$ cat config.mk
export PLATFORM = sky130hd
export DESIGN_NAME = transmitter_i2s
export DESIGN_NICKNAME = d
export VERILOG_FILES = /design/src/rtl/transmitter_i2s.sv
export SDC_FILE = /design/constraint.sdc
export NUM_CORES = 1
export LEC_CHECK = 0
export CORE_MARGIN = 3
export CORE_UTILIZATION = 37
export DETAILED_ROUTE_END_ITERATION = 10
export SYNTH_ARGS = -nofsm -noshare
export SYNTH_HDL_FRONTEND = slang
export SYNTH_SLANG_ARGS = --single-unit
$ cat constraint.sdc
create_clock -name clk -period 2 [get_ports clk]
set_input_delay 0.2 -clock clk [delete_from_list [all_inputs] [get_ports clk]]
set_output_delay 0.2 -clock clk [all_outputs]
set_load 0.01 [all_outputs]
$ cat src/rtl/transmitter_i2s.sv
// transmitter_i2s: byte-stream to I2S (Philips) master transmitter.
// Reassembles DATA_SIZE-bit samples from bytes (LSB byte first) and shifts
// them out MSB first with a one-bit delay after each word-select edge.
// Optional feature macro: I2S_TX_DUP_EN (duplicate left sample onto right word).
module transmitter_i2s #(
  parameter int unsigned DATA_SIZE = 24,
  parameter int unsigned CLK_DIV   = 32
) (
  input  logic        clk,
  input  logic        rst_n,
  input  logic [7:0]  byte_data_i,
  input  logic        byte_valid_i,
  output logic        byte_ready_o,
  output logic        i2s_clk,
  output logic        i2s_ws,
  output logic        i2s_sd,
  output logic        underrun_o,
  output logic [15:0] underrun_count_o
);

  localparam int unsigned NBYTES = DATA_SIZE / 8;
  localparam int unsigned IDX_W  = (NBYTES > 1) ? $clog2(NBYTES) : 1;
  localparam int unsigned DIV_W  = (CLK_DIV > 1) ? $clog2(CLK_DIV) : 1;
  localparam int unsigned SLOT_W = 6;

  localparam logic [IDX_W-1:0]  IDX_LAST    = IDX_W'(NBYTES - 1);
  localparam logic [DIV_W-1:0]  DIV_LAST    = DIV_W'(CLK_DIV - 1);
  localparam logic [SLOT_W-1:0] SLOT_LAST   = 6'd63;
  localparam logic [SLOT_W-1:0] LEFT_FIRST  = 6'd1;
  localparam logic [SLOT_W-1:0] LEFT_LAST   = SLOT_W'(DATA_SIZE);
`ifdef I2S_TX_DUP_EN
  localparam logic [SLOT_W-1:0] RIGHT_FIRST = 6'd33;
  localparam logic [SLOT_W-1:0] RIGHT_LAST  = SLOT_W'(32 + DATA_SIZE);
`endif

  // Assembler states
  localparam logic [0:0] ST_FILL = 1'b0;
  localparam logic [0:0] ST_HOLD = 1'b1;

  logic [0:0]           state, state_d;
  logic [IDX_W-1:0]     idx, idx_d;
  logic [DATA_SIZE-1:0] sample;
  logic [DATA_SIZE-1:0] left_sh;
`ifdef I2S_TX_DUP_EN
  logic [DATA_SIZE-1:0] right_sh;
`endif
  logic [DIV_W-1:0]     div_cnt;
  logic [SLOT_W-1:0]    slot;
  logic [SLOT_W-1:0]    slot_next;
  logic                 div_wrap;
  logic                 sck_fall;
  logic                 frame_load;
  logic                 accept;
  logic                 in_left;
`ifdef I2S_TX_DUP_EN
  logic                 in_right;
`endif

  // Handshake and frame-timing decode
  assign byte_ready_o = (state == ST_FILL);
  assign accept       = byte_valid_i && byte_ready_o;
  assign div_wrap     = (div_cnt == DIV_LAST);
  assign sck_fall     = div_wrap && i2s_clk;
  assign slot_next    = SLOT_W'(slot + 6'd1);
  assign frame_load   = sck_fall && (slot == SLOT_LAST);
  assign in_left      = (slot_next >= LEFT_FIRST) && (slot_next <= LEFT_LAST);
`ifdef I2S_TX_DUP_EN
  assign in_right     = (slot_next >= RIGHT_FIRST) && (slot_next <= RIGHT_LAST);
`endif

  // Assembler state register
  always_ff @(posedge clk or negedge rst_n) begin
    if (!rst_n) begin
      state <= ST_FILL;
      idx   <= '0;
    end else begin
      state <= state_d;
      idx   <= idx_d;
    end
  end

  // Assembler next state: fill bytes, hold until the next frame load takes the sample
  always_comb begin
    state_d = state;
    idx_d   = idx;
    case (state)
      ST_FILL: begin
        if (accept) begin
          if (idx == IDX_LAST) begin
            state_d = ST_HOLD;
            idx_d   = '0;
          end else begin
            idx_d = IDX_W'(idx + 1'b1);
          end
        end
      end
      ST_HOLD: begin
        if (frame_load) begin
          state_d = ST_FILL;
          idx_d   = '0;
        end
      end
      default: begin
        state_d = ST_FILL;
        idx_d   = '0;
      end
    endcase
  end

  // Sample buffer: accepted byte lands in its byte lane
  always_ff @(posedge clk or negedge rst_n) begin
    if (!rst_n) begin
      sample <= '0;
    end else if (accept) begin
      sample[{idx, 3'b000} +: 8] <= byte_data_i;
    end
  end

  // Bit-clock divider
  always_ff @(posedge clk or negedge rst_n) begin
    if (!rst_n) begin
      div_cnt <= '0;
      i2s_clk <= 1'b0;
    end else if (div_wrap) begin
      div_cnt <= '0;
      i2s_clk <= ~i2s_clk;
    end else begin
      div_cnt <= DIV_W'(div_cnt + 1'b1);
    end
  end

  // Slot counter, word select and serial data; all change on the bit-clock falling edge
  always_ff @(posedge clk or negedge rst_n) begin
    if (!rst_n) begin
      slot     <= SLOT_LAST;
      i2s_ws   <= 1'b1;
      i2s_sd   <= 1'b0;
      left_sh  <= '0;
`ifdef I2S_TX_DUP_EN
      right_sh <= '0;
`endif
    end else if (sck_fall) begin
      slot   <= slot_next;
      i2s_ws <= slot_next[5];
      i2s_sd <= 1'b0;
      if (frame_load) begin
        left_sh  <= (state == ST_HOLD) ? sample : '0;
`ifdef I2S_TX_DUP_EN
        right_sh <= (state == ST_HOLD) ? sample : '0;
`endif
      end else if (in_left) begin
        i2s_sd  <= left_sh[DATA_SIZE-1];
        left_sh <= {left_sh[DATA_SIZE-2:0], 1'b0};
      end
`ifdef I2S_TX_DUP_EN
      else if (in_right) begin
        i2s_sd   <= right_sh[DATA_SIZE-1];
        right_sh <= {right_sh[DATA_SIZE-2:0], 1'b0};
      end
`endif
    end
  end

  // Underrun pulse and saturating counter: frame started without a complete sample
  always_ff @(posedge clk or negedge rst_n) begin
    if (!rst_n) begin
      underrun_o       <= 1'b0;
      underrun_count_o <= '0;
    end else begin
      underrun_o <= frame_load && (state != ST_HOLD);
      if (frame_load && (state != ST_HOLD) && (underrun_count_o != 16'hFFFF)) begin
        underrun_count_o <= 16'(underrun_count_o + 16'd1);
      end
    end
  end

endmodule

## Word-level counts from Yosys, hierarchy flattened

Cells that the tools add are included.

| word-level totals | value |
|---|---|
| output and inout bits | 21 |
| register bits after elaboration | 82 |
| logic and storage cells | 52 |

| operators by class | value |
|---|---|
| bitwise operators | 2 |
| shifts and indexed selects | 2 |
| add/subtract/negate cells | 5 |
| reduce and logical (&&, ||, !) cells | 9 |
| equal/unequal tests | 6 |
| $lt $le $gt $ge | 2 |
| multiplexer cells | 15 |

Operators with widths:

| operator | count |
|---|---|
| $mux W24 | 3 |
| $bwmux W24 | 1 |
| $shift A8 B7 Y24 const A | 1 |
| $shiftx A8 B7 Y24 | 1 |
| $add A16 B1 Y16 const B | 1 |
| $ne A16 B16 Y1 const B | 1 |
| $neg A5 Y7 | 1 |
| $add A6 B1 Y6 const B | 1 |
| $eq A6 B6 Y1 const B | 1 |
| $ge A6 B1 Y1 const B | 1 |
| $le A6 B5 Y1 const B | 1 |
| $logic_and A1 B1 Y1 | 6 |
| $mux W2 | 3 |
| $add A5 B1 Y5 const B | 1 |
| $eq A5 B5 Y1 const B | 1 |
| $mux W1 | 5 |
| $mux W5 | 1 |
| $ne A2 B1 Y1 const B | 2 |
| $pmux W2 S2 | 1 |
| $reduce_and A2 Y1 | 2 |
| $add A2 B1 Y2 const B | 1 |
| $eq A2 B2 Y1 const B | 1 |
| $not A1 Y1 | 2 |
| $pmux W1 S2 | 1 |
| $reduce_bool A2 Y1 | 1 |

## Depth between registers and ports, before layout

Gate-level depths: netlist (run 1).

| depth | value |
|---|---|
| word-level depth | 5 |
| mapped depth | 11 |
| depth with buffers taken out | 8 |

## Worst setup path after synthesis (run 1)

Ideal clock, no wire load.

| timing | value |
|---|---|
| path type | register -> register |
| start point | reg div_cnt[0] |
| end point | reg left_sh[17] |
| cell stages (with the launch flop) | 11 |
| setup slack | -156 ps |
| data required time | 1874 ps |
| period minus slack after synthesis | 2156 ps |
| buffers on the path | 2 |
| arrival | 2030 ps |
| cell sequence | dfrtp_1 > ha_1 > and3_1 > ha_1 > buf_4 > nand4_2 > or2_4 > buf_6 > and2_1 > and3_1 > a221o_1 |

| on the way | value |
|---|---|
| word-level cells in the longest chain between the ends | 5 |
| elaborated cells on any way between the ends | 6 |
| those cells by class | eq/ne: 1; mux: 1; reduce/logical: 4 |

RTL lines:

| what | RTL line | text |
|---|---|---|
| from (decl) | 47 | `logic [DIV_W-1:0] div_cnt;` |
| from (signal assigned) | 128 | `div_cnt <= DIV_W'(div_cnt + 1'b1);` |
| $eq A5 B5 Y1 (*) | 62 | `assign div_wrap = (div_cnt == DIV_LAST);` |
| $logic_and A1 B1 Y1 (*) | 63 | `assign sck_fall = div_wrap && i2s_clk;` |
| $logic_and A1 B1 Y1 | 65 | `assign frame_load = sck_fall && (slot == SLOT_LAST);` |
| $reduce_bool A2 Y1 (no source line) | - |  |
| $reduce_and A2 Y1 (no source line) | - |  |
| to (signal assigned) | 147 | `left_sh <= (state == ST_HOLD) ? sample : '0;` |
| to (signal assigned) | 153 | `left_sh <= {left_sh[DATA_SIZE-2:0], 1'b0};` |
| to (decl) | 43 | `logic [DATA_SIZE-1:0] left_sh;` |

Every way passes the cells marked *; elsewhere a longest branch is shown, timed or not.
A chain may end at the register's enable or synchronous reset.

## Worst setup path after layout (run 1)

| timing | value |
|---|---|
| start point | reg slot[1] |
| end point | reg left_sh[11] |

| on the way | value |
|---|---|
| word-level cells in the longest chain between the ends | 5 |
| elaborated cells on any way between the ends | 9 |
| those cells by class | add/sub: 1; order compare: 2; eq/ne: 1; mux: 1; reduce/logical: 4 |

RTL lines:

| what | RTL line | text |
|---|---|---|
| from (decl) | 48 | `logic [SLOT_W-1:0] slot;` |
| from (signal assigned) | 143 | `slot <= slot_next;` |
| $add A6 B1 Y6 | 64 | `assign slot_next = SLOT_W'(slot + 6'd1);` |
| $ge A6 B1 Y1 or $le A6 B5 Y1 (tied branches) | 66 | `assign in_left = (slot_next >= LEFT_FIRST) && (slot_next <= LEFT_LAST);` |
| $logic_and A1 B1 Y1 | 66 |  |
| $reduce_bool A2 Y1 (no source line) | - |  |
| $reduce_and A2 Y1 (no source line) | - |  |

Parallel ways exist; a longest one is shown, timed or not.

==> flow_metrics.env, run 1 <==
export IMPL_critPathKind="register to register"
export IMPL_power_density_nw_per_um2=551
export IMPL_cp_depth=8
export IMPL_cts_buffer_depth=2
export IMPL_required_ns=2.26
export IMPL_cts_buffers=9
export IMPL_worstPathMaxFanout=7
export IMPL_num_vias=2804
export IMPL_dp_hpwl_um=5900
export IMPL_final_hold_violation_count=0
export IMPL_wl_um=8800
export IMPL_async_flop_share=1.00
export IMPL_synth_cells=326
export IMPL_antenna_found_initial=0
export IMPL_port_buffers=31
export IMPL_grt_pass1_vias=2815
export IMPL_power_w=0.00280
export IMPL_ant_nets=0
export IMPL_worstSkewPairLatency_ns=0.34
export IMPL_coreArea_um2=9860
export IMPL_setup_slack_ns=-0.0538
export IMPL_clock_fmax_mhz=487
export IMPL_fin_worst_skew_ns=0.00855
export IMPL_dieArea_um2=11500
export IMPL_cts_sinks=81
export IMPL_synthSimpleGateAreaFrac=0.177
export IMPL_grt_use_met1=0.230
export IMPL_grt_usage=0.157
export IMPL_drc=0
export IMPL_netlist_cell_type_count=49
export IMPL_reg2reg_to="left_sh[11]"
export IMPL_routed_via_density=5.12
export IMPL_htree_levels=3
export IMPL_endpoint="left_sh[11]"
export IMPL_diodes=0
export IMPL_drt_iter0_drc=157
export IMPL_io_pin_count=32
export IMPL_maxCapViolCount=0
export IMPL_crit_slowest_cell="dfstp_2"
export IMPL_synthMuxAreaShare=0.0112
export IMPL_clockRootBuffer="clkbuf_8"
export IMPL_startpoint="slot[1]"
export IMPL_critPathBufInv=3
export IMPL_yosysWarnings=0
export IMPL_grt_pass1_wl_um=14300
export IMPL_gp_congestion=0.832
export IMPL_ir_worst_vdd_mv=0.371
export IMPL_fp_dieH_um=107
export IMPL_first_pass_iters=4
export IMPL_fin_tns_setup_ns=-0.713
export IMPL_clk_pin_slew_ns=0.08
export IMPL_met2_usage=0.238
export IMPL_die_w_um=107
export IMPL_slew_headroom=0.692
export IMPL_path_cells="buf_4 > nand3_2 > nor3_2 > buf_4 > o21ai_4 > buf_6 > or3_1 > o211ai_1"
export IMPL_start_util=0.385
export IMPL_slew_violations=0
export IMPL_violations="setup timing"
export IMPL_rows=36
export IMPL_wl_per_cell_um=16.0
export IMPL_syn_to_final_growth_pct=33.9
export IMPL_synth_top_family_by_area="simple AND/OR/NAND/NOR gates"
export IMPL_netlist_area_um2=3800
export IMPL_worst_slew_pin_slew_ns=0.459
export IMPL_startpoint_type="register"
export IMPL_setup_viol=26
export IMPL_ys_flop_type="dfrtp_1"
export IMPL_grt_max_degree=56
export IMPL_layout_nets=431
export IMPL_grt_ovfl_total=0
export IMPL_end_kind="register"
export IMPL_fin_crit_sh=1.03
export IMPL_r2r_slack_ns=-0.05
export IMPL_period_minus_slack_ns=2.05
export IMPL_synth_seq_cells=81
export IMPL_drive_gt1_frac=0.318
export IMPL_busiest_layer="met2"
export IMPL_status="finished, violations left"
export IMPL_hold_path_class="input port to asynchronous set/reset pin"
export IMPL_path_delay_family="simple AND/OR/NAND/NOR gates"
export IMPL_yosysSeqAreaShare=0.535
export IMPL_synthAdderAreaFrac=0.0329
export IMPL_worstPathArrival_ns=2.32
export IMPL_synth_compound_area_share=0.159
export IMPL_reg2regPathDepth=8
export IMPL_slowest_delay_ns=0.59
export IMPL_rsz0062_at_grt="true"
export IMPL_post_synth_cell_area_avg_um2=11.7
export IMPL_p_leak_nw=2.22
export IMPL_cts_tree="built"
export IMPL_use_met3=0.0288
export IMPL_r2r_start="slot[1]"
export IMPL_synth_edf_count=0
export IMPL_synthXorXnorAreaFrac=0.0530
export IMPL_syn_nets=347
export IMPL_cpMostUsedCell="buf_4"
## worst register-to-register path, stage by stage, from the launching register on
cell	delay, ns
dfstp_2	0.59
buf_4	0.14
nand3_2	0.15
nor3_2	0.27
buf_4	0.17
o21ai_4	0.07
buf_6	0.14
or3_1	0.36
o211ai_1	0.09
## worst min path at each step
| stage | start | end | slack, ns | cells after the start |
|---|---|---|---|---|
| 2_1_floorplan | rst_n | div_cnt[0] | -0.1 | 0 |
| 3_3_place_gp | rst_n | i2s_clk | 0.15 | 1 |
| 3_5_place_dp | rst_n | i2s_clk | 0.14 | 1 |
| 4_1_cts | rst_n | sample[8] | 0.32 | 2 |
| 5_1_grt | rst_n | i2s_clk | 0.35 | 2 |
| 6_report | rst_n | i2s_clk | 0.33 | 2 |
## sequential cells by signal, indices dropped and copies added (netlist names), 2 cells and up
| name | flops |
|---|---|
| div_cnt | 5 |
| slot | 5 |
| sample | 24 |
| underrun_count_o | 16 |
| idx | 2 |
| left_sh | 24 |
## repair_timing
| action | in CTS | in global routing |
|---|---|---|
| pin swaps | 6 | 19 |
| hold buffers | 1 | 0 |
| gates resized for setup | 14 | 40 |
| setup endpoints to repair | 32 | 36 |
| gates cloned | 3 | 2 |
| hold endpoints to repair | 23 | 0 |
| setup buffers | 4 | 7 |
## cells in the final DEF (no fill, tap or decap), drive strengths merged, types with 8 or more instances in the layout
master / n
ha: 10
buf: 53
inv: 11
and2: 17
nand4: 8
a221o: 12
dfrtp: 75
xnor2: 19
nand3: 19
nand2: 33
a22o: 24
o211ai: 8
clkbuf: 9
clkdlybuf4s50: 30
## routing by layer
layer  wire length [µm]  share of wire
met2               4010           0.46
met4                 36         0.0041
met3                380          0.043
met5                  0              0
met1               4360           0.50
## stage by stage
step                      hold slack [ns]  utilization  instances  cell area [µm²]  setup slack, ns
after floorplan                   -0.0956            -        326             3880          -0.0909
after global placement              0.147        0.463        515             4570           -0.128
after detailed placement            0.143        0.463        515             4570           -0.154
after CTS                           0.324        0.491        539             4840          -0.0473
after global routing                0.353        0.516        548             5090           -0.168
final                               0.325        0.516        548             5090          -0.0538
## cells by family (layout without fill, tap and decap cells)
group,count (synthesis),after routing
AND/OR/NAND/NOR,113,116
multiplexers,4,4
adder cells (fa/ha/maj),10,10
XOR/XNOR,23,23
buffers and inverters,23,109
flip-flops,81,81
AO/OA/AOI/OAI,72,72
## power by group
part / switching (W) / leakage (nW) / internal [W]
clock: 0.000633 / 0.0822 / 0.000459
sequential: 0.00000152 / 1.08 / 0.00164
combinational: 0.0000454 / 1.05 / 0.0000251
total: 0.000680 / 2.22 / 0.00212
## layout make-up
class,instances,area [µm²]
clock inverter,7,53.8
multi-input combinational,225,1920
tap,133,166
timing repair buffer,84,757
inverter,9,33.8
sequential,81,2030
clock buffer,9,124
fill,845,4780
## Yosys cell counts, types with 2 or more instances
library cell  instances  area, µm²
nor3_2                2       20.0
a31oi_1               2       12.5
dfstp_2               6        158
nor2_1                5       18.8
xor2_1                4       35.0
nor2_2                2       12.5
and4_1                2       17.5
a21oi_1               5       25.0
o211ai_1              8       60.1
o31ai_1               2       15.0
a22oi_1               2       15.0
nor2b_1               3       18.8
nor4_4                2       42.5
buf_4                 2       15.0
xnor2_1              19        166
a221o_1              12        120
o21ai_0               5       25.0
buf_2                 9       45.0
nand4_1               7       43.8
and3b_1               2       17.5
inv_1                 9       33.8
ha_1                 10        125
and2_4                3       26.3
and2_1               13       81.3
nand3_1              18       90.1
mux2_2                2       22.5
mux2i_1               2       20.0
buf_6                 2       22.5
nand2_1              33        124
and3_1                7       43.8
a22o_1               24        210
dfrtp_1              75       1880
or3_1                 7       43.8
a21boi_0              5       37.5
(Power assumes the default switching activity.)
==> inputs of run 2 (changes only) <==
--- a/config.mk
+++ b/config.mk
@@ -8,6 +8,7 @@
 export CORE_MARGIN = 3
 export CORE_UTILIZATION = 37
 export DETAILED_ROUTE_END_ITERATION = 10
+export DONT_BUFFER_PORTS = 1
 export SYNTH_ARGS = -nofsm -noshare
 export SYNTH_HDL_FRONTEND = slang
 export SYNTH_SLANG_ARGS = --single-unit
==> flow_metrics.env, run 2 (synthesized netlist as in run 1, its figures left out) <==
export IMPL_status="finished, violations left"
export IMPL_violations="hold timing, setup timing"
export IMPL_htree_levels=3
export IMPL_cts_tree="built"
export IMPL_fillers=881
export IMPL_slew_violations=0
export IMPL_worstSkewPairLatency_ns=0.36
export IMPL_grt_usage=0.161
export IMPL_io_pin_count=32
export IMPL_power_w=0.00291
export IMPL_clockRootBuffer="clkbuf_8"
export IMPL_grt_pass1_wl_um=14600
export IMPL_ir_worst_vdd_mv=0.382
export IMPL_gp_congestion=0.773
export IMPL_syn_to_final_growth_pct=28.8
export IMPL_mostFrequentLayoutCell="dfrtp_1"
export IMPL_start_util=0.385
export IMPL_required_ns=2.23
export IMPL_wl_um=8850
export IMPL_wl_per_cell_um=16.7
export IMPL_placed_area_um2=4280
export IMPL_first_pass_iters=4
export IMPL_routed_via_density=5.28
export IMPL_fin_crit_sh=1.06
export IMPL_final_hold_violation_count=81
export IMPL_period_minus_slack_ns=2.13
export IMPL_reg_top3="left_sh (24), sample (24), underrun_count_o (16)"
export IMPL_num_vias=2800
export IMPL_clk_pin_slew_ns=0.09
export IMPL_crit_slowest_cell="a2111oi_4"
export IMPL_drt_iter0_drc=143
export IMPL_layout_nets=413
export IMPL_drive_gt1_frac=0.338
export IMPL_fin_worst_skew_ns=0.0103
export IMPL_cts_buffers=9
export IMPL_drc=0
export IMPL_dp_hpwl_um=5810
export IMPL_cts_sinks=81
export IMPL_hold_worst_slack_ns=-0.464
export IMPL_startpoint_type="register"
export IMPL_clock_fmax_mhz=470
export IMPL_cts_buffer_depth=2
export IMPL_setup_viol=28
export IMPL_grt_ovfl_total=0
export IMPL_rsz0062_at_grt="true"
export IMPL_worst_slew_pin_slew_ns=0.447
export IMPL_hold_path_class="input port to asynchronous set/reset pin"
export IMPL_diodes=0
export IMPL_slowest_delay_ns=0.44
export IMPL_fin_area_um2=4900
export IMPL_path_cells="ha_2 > and3_4 > ha_4 > nand4_4 > or2_4 > a2111oi_4 > nand4_1 > xnor2_1"
export IMPL_ant_nets=0
export IMPL_dieArea_um2=11500
export IMPL_fp_dieH_um=107
export IMPL_cts_hold_buffers=8
export IMPL_final_cell_mix="dfrtp_1 (75), buf_4 (47), nand2_1 (30)"
export IMPL_antenna_found_initial=0
export IMPL_setup_slack_ns=-0.130
export IMPL_worstPathArrival_ns=2.36
export IMPL_maxCapViolCount=0
export IMPL_end_kind="register"
export IMPL_critPathKind="register to register"
export IMPL_grt_max_degree=82
export IMPL_grt_pass1_vias=2843
export IMPL_die_w_um=107
export IMPL_rows=36
export IMPL_power_density_nw_per_um2=594
export IMPL_coreArea_um2=9860
export IMPL_worstPathMaxFanout=5
export IMPL_slew_headroom=0.700
export IMPL_p_leak_nw=2.16
export IMPL_port_buffers=0
## run 2: what timing repair did
item | 4_1_cts | 5_1_grt
gates resized for setup | 16 | 35
buffers inserted | 5 | 10
setup endpoints to repair | 27 | 39
cloned | 3 | 1
hold endpoints to repair | 105 | 81
pin swaps | 8 | 24
## run 2: power by group
group | switching (W) | internal [W] | total (W)
Sequential | 0.00000155 | 0.00164 | 0.00164
Clock | 0.000645 | 0.000599 | 0.00124
Combinational | 0.0000127 | 0.0000138 | 0.0000265
Total | 0.000659 | 0.00225 | 0.00291
## run 2: cell type report
type	count	area (µm²)	area share
Tap cell	133	166	0.0340
Timing Repair Buffer	66	574	0.117
Multi-Input combinational cell	225	1880	0.384
Inverter	9	33.8	0.00690
Clock inverter	7	82.6	0.0169
Clock buffer	9	124	0.0253
Sequential cell	81	2030	0.416
## run 2: worst max-delay path: cells and delay by family, from the launching register on
| kind | cells | cell delay, ns |
|---|---|---|
| AOI/OAI and AO/OA | 1 | 0.44 |
| xor gates and xnor gates | 1 | 0.16 |
| adders and majority gates | 2 | 0.33 |
| DFF | 1 | 0.37 |
| and+or+nand+nor | 4 | 0.72 |
## run 2: metrics by stage
step / setup slack, ns / TNS [ns] / hold WS [ns] / std cells / util
floorplan: -0.0909 / -0.819 / -0.0956 / 326 / -
detailed placement: -0.147 / -1.71 / -0.0923 / 487 / 0.434
CTS: -0.106 / -1.38 / -0.490 / 519 / 0.475
global route: -0.247 / -5.80 / -0.489 / 530 / 0.496
global placement: -0.108 / -0.962 / -0.0906 / 487 / 0.434
finish: -0.130 / -2.49 / -0.464 / 530 / 0.496
## run 2: worst paths after layout
| check | start | to | slack, ns | cells after the start |
|---|---|---|---|---|
| worst max-delay path | div_cnt[0] | underrun_count_o[15] | -0.13 | 8 |
| worst min-delay path | rst_n | underrun_count_o[6] | -0.46 | 0 |
| worst max register to register | div_cnt[0] | underrun_count_o[15] | -0.13 | 8 |
| worst min register to register | sample[9] | sample[9] | 0.51 | 1 |
| max in group asynchronous | rst_n | slot[1] | 2.26 | 0 |
| min in group clk | byte_valid_i | idx[1] | 0.08 | 2 |
## run 2: layer usage
metal	share of wire	global-route usage	routed length, µm	vias up
li1	-	-	-	1339
met1	0.47	0.213	4120	1368
met2	0.47	0.261	4140	80
met3	0.055	0.0462	485	13
met4	0.011	0.0406	101	0
met5	0	0	0	-
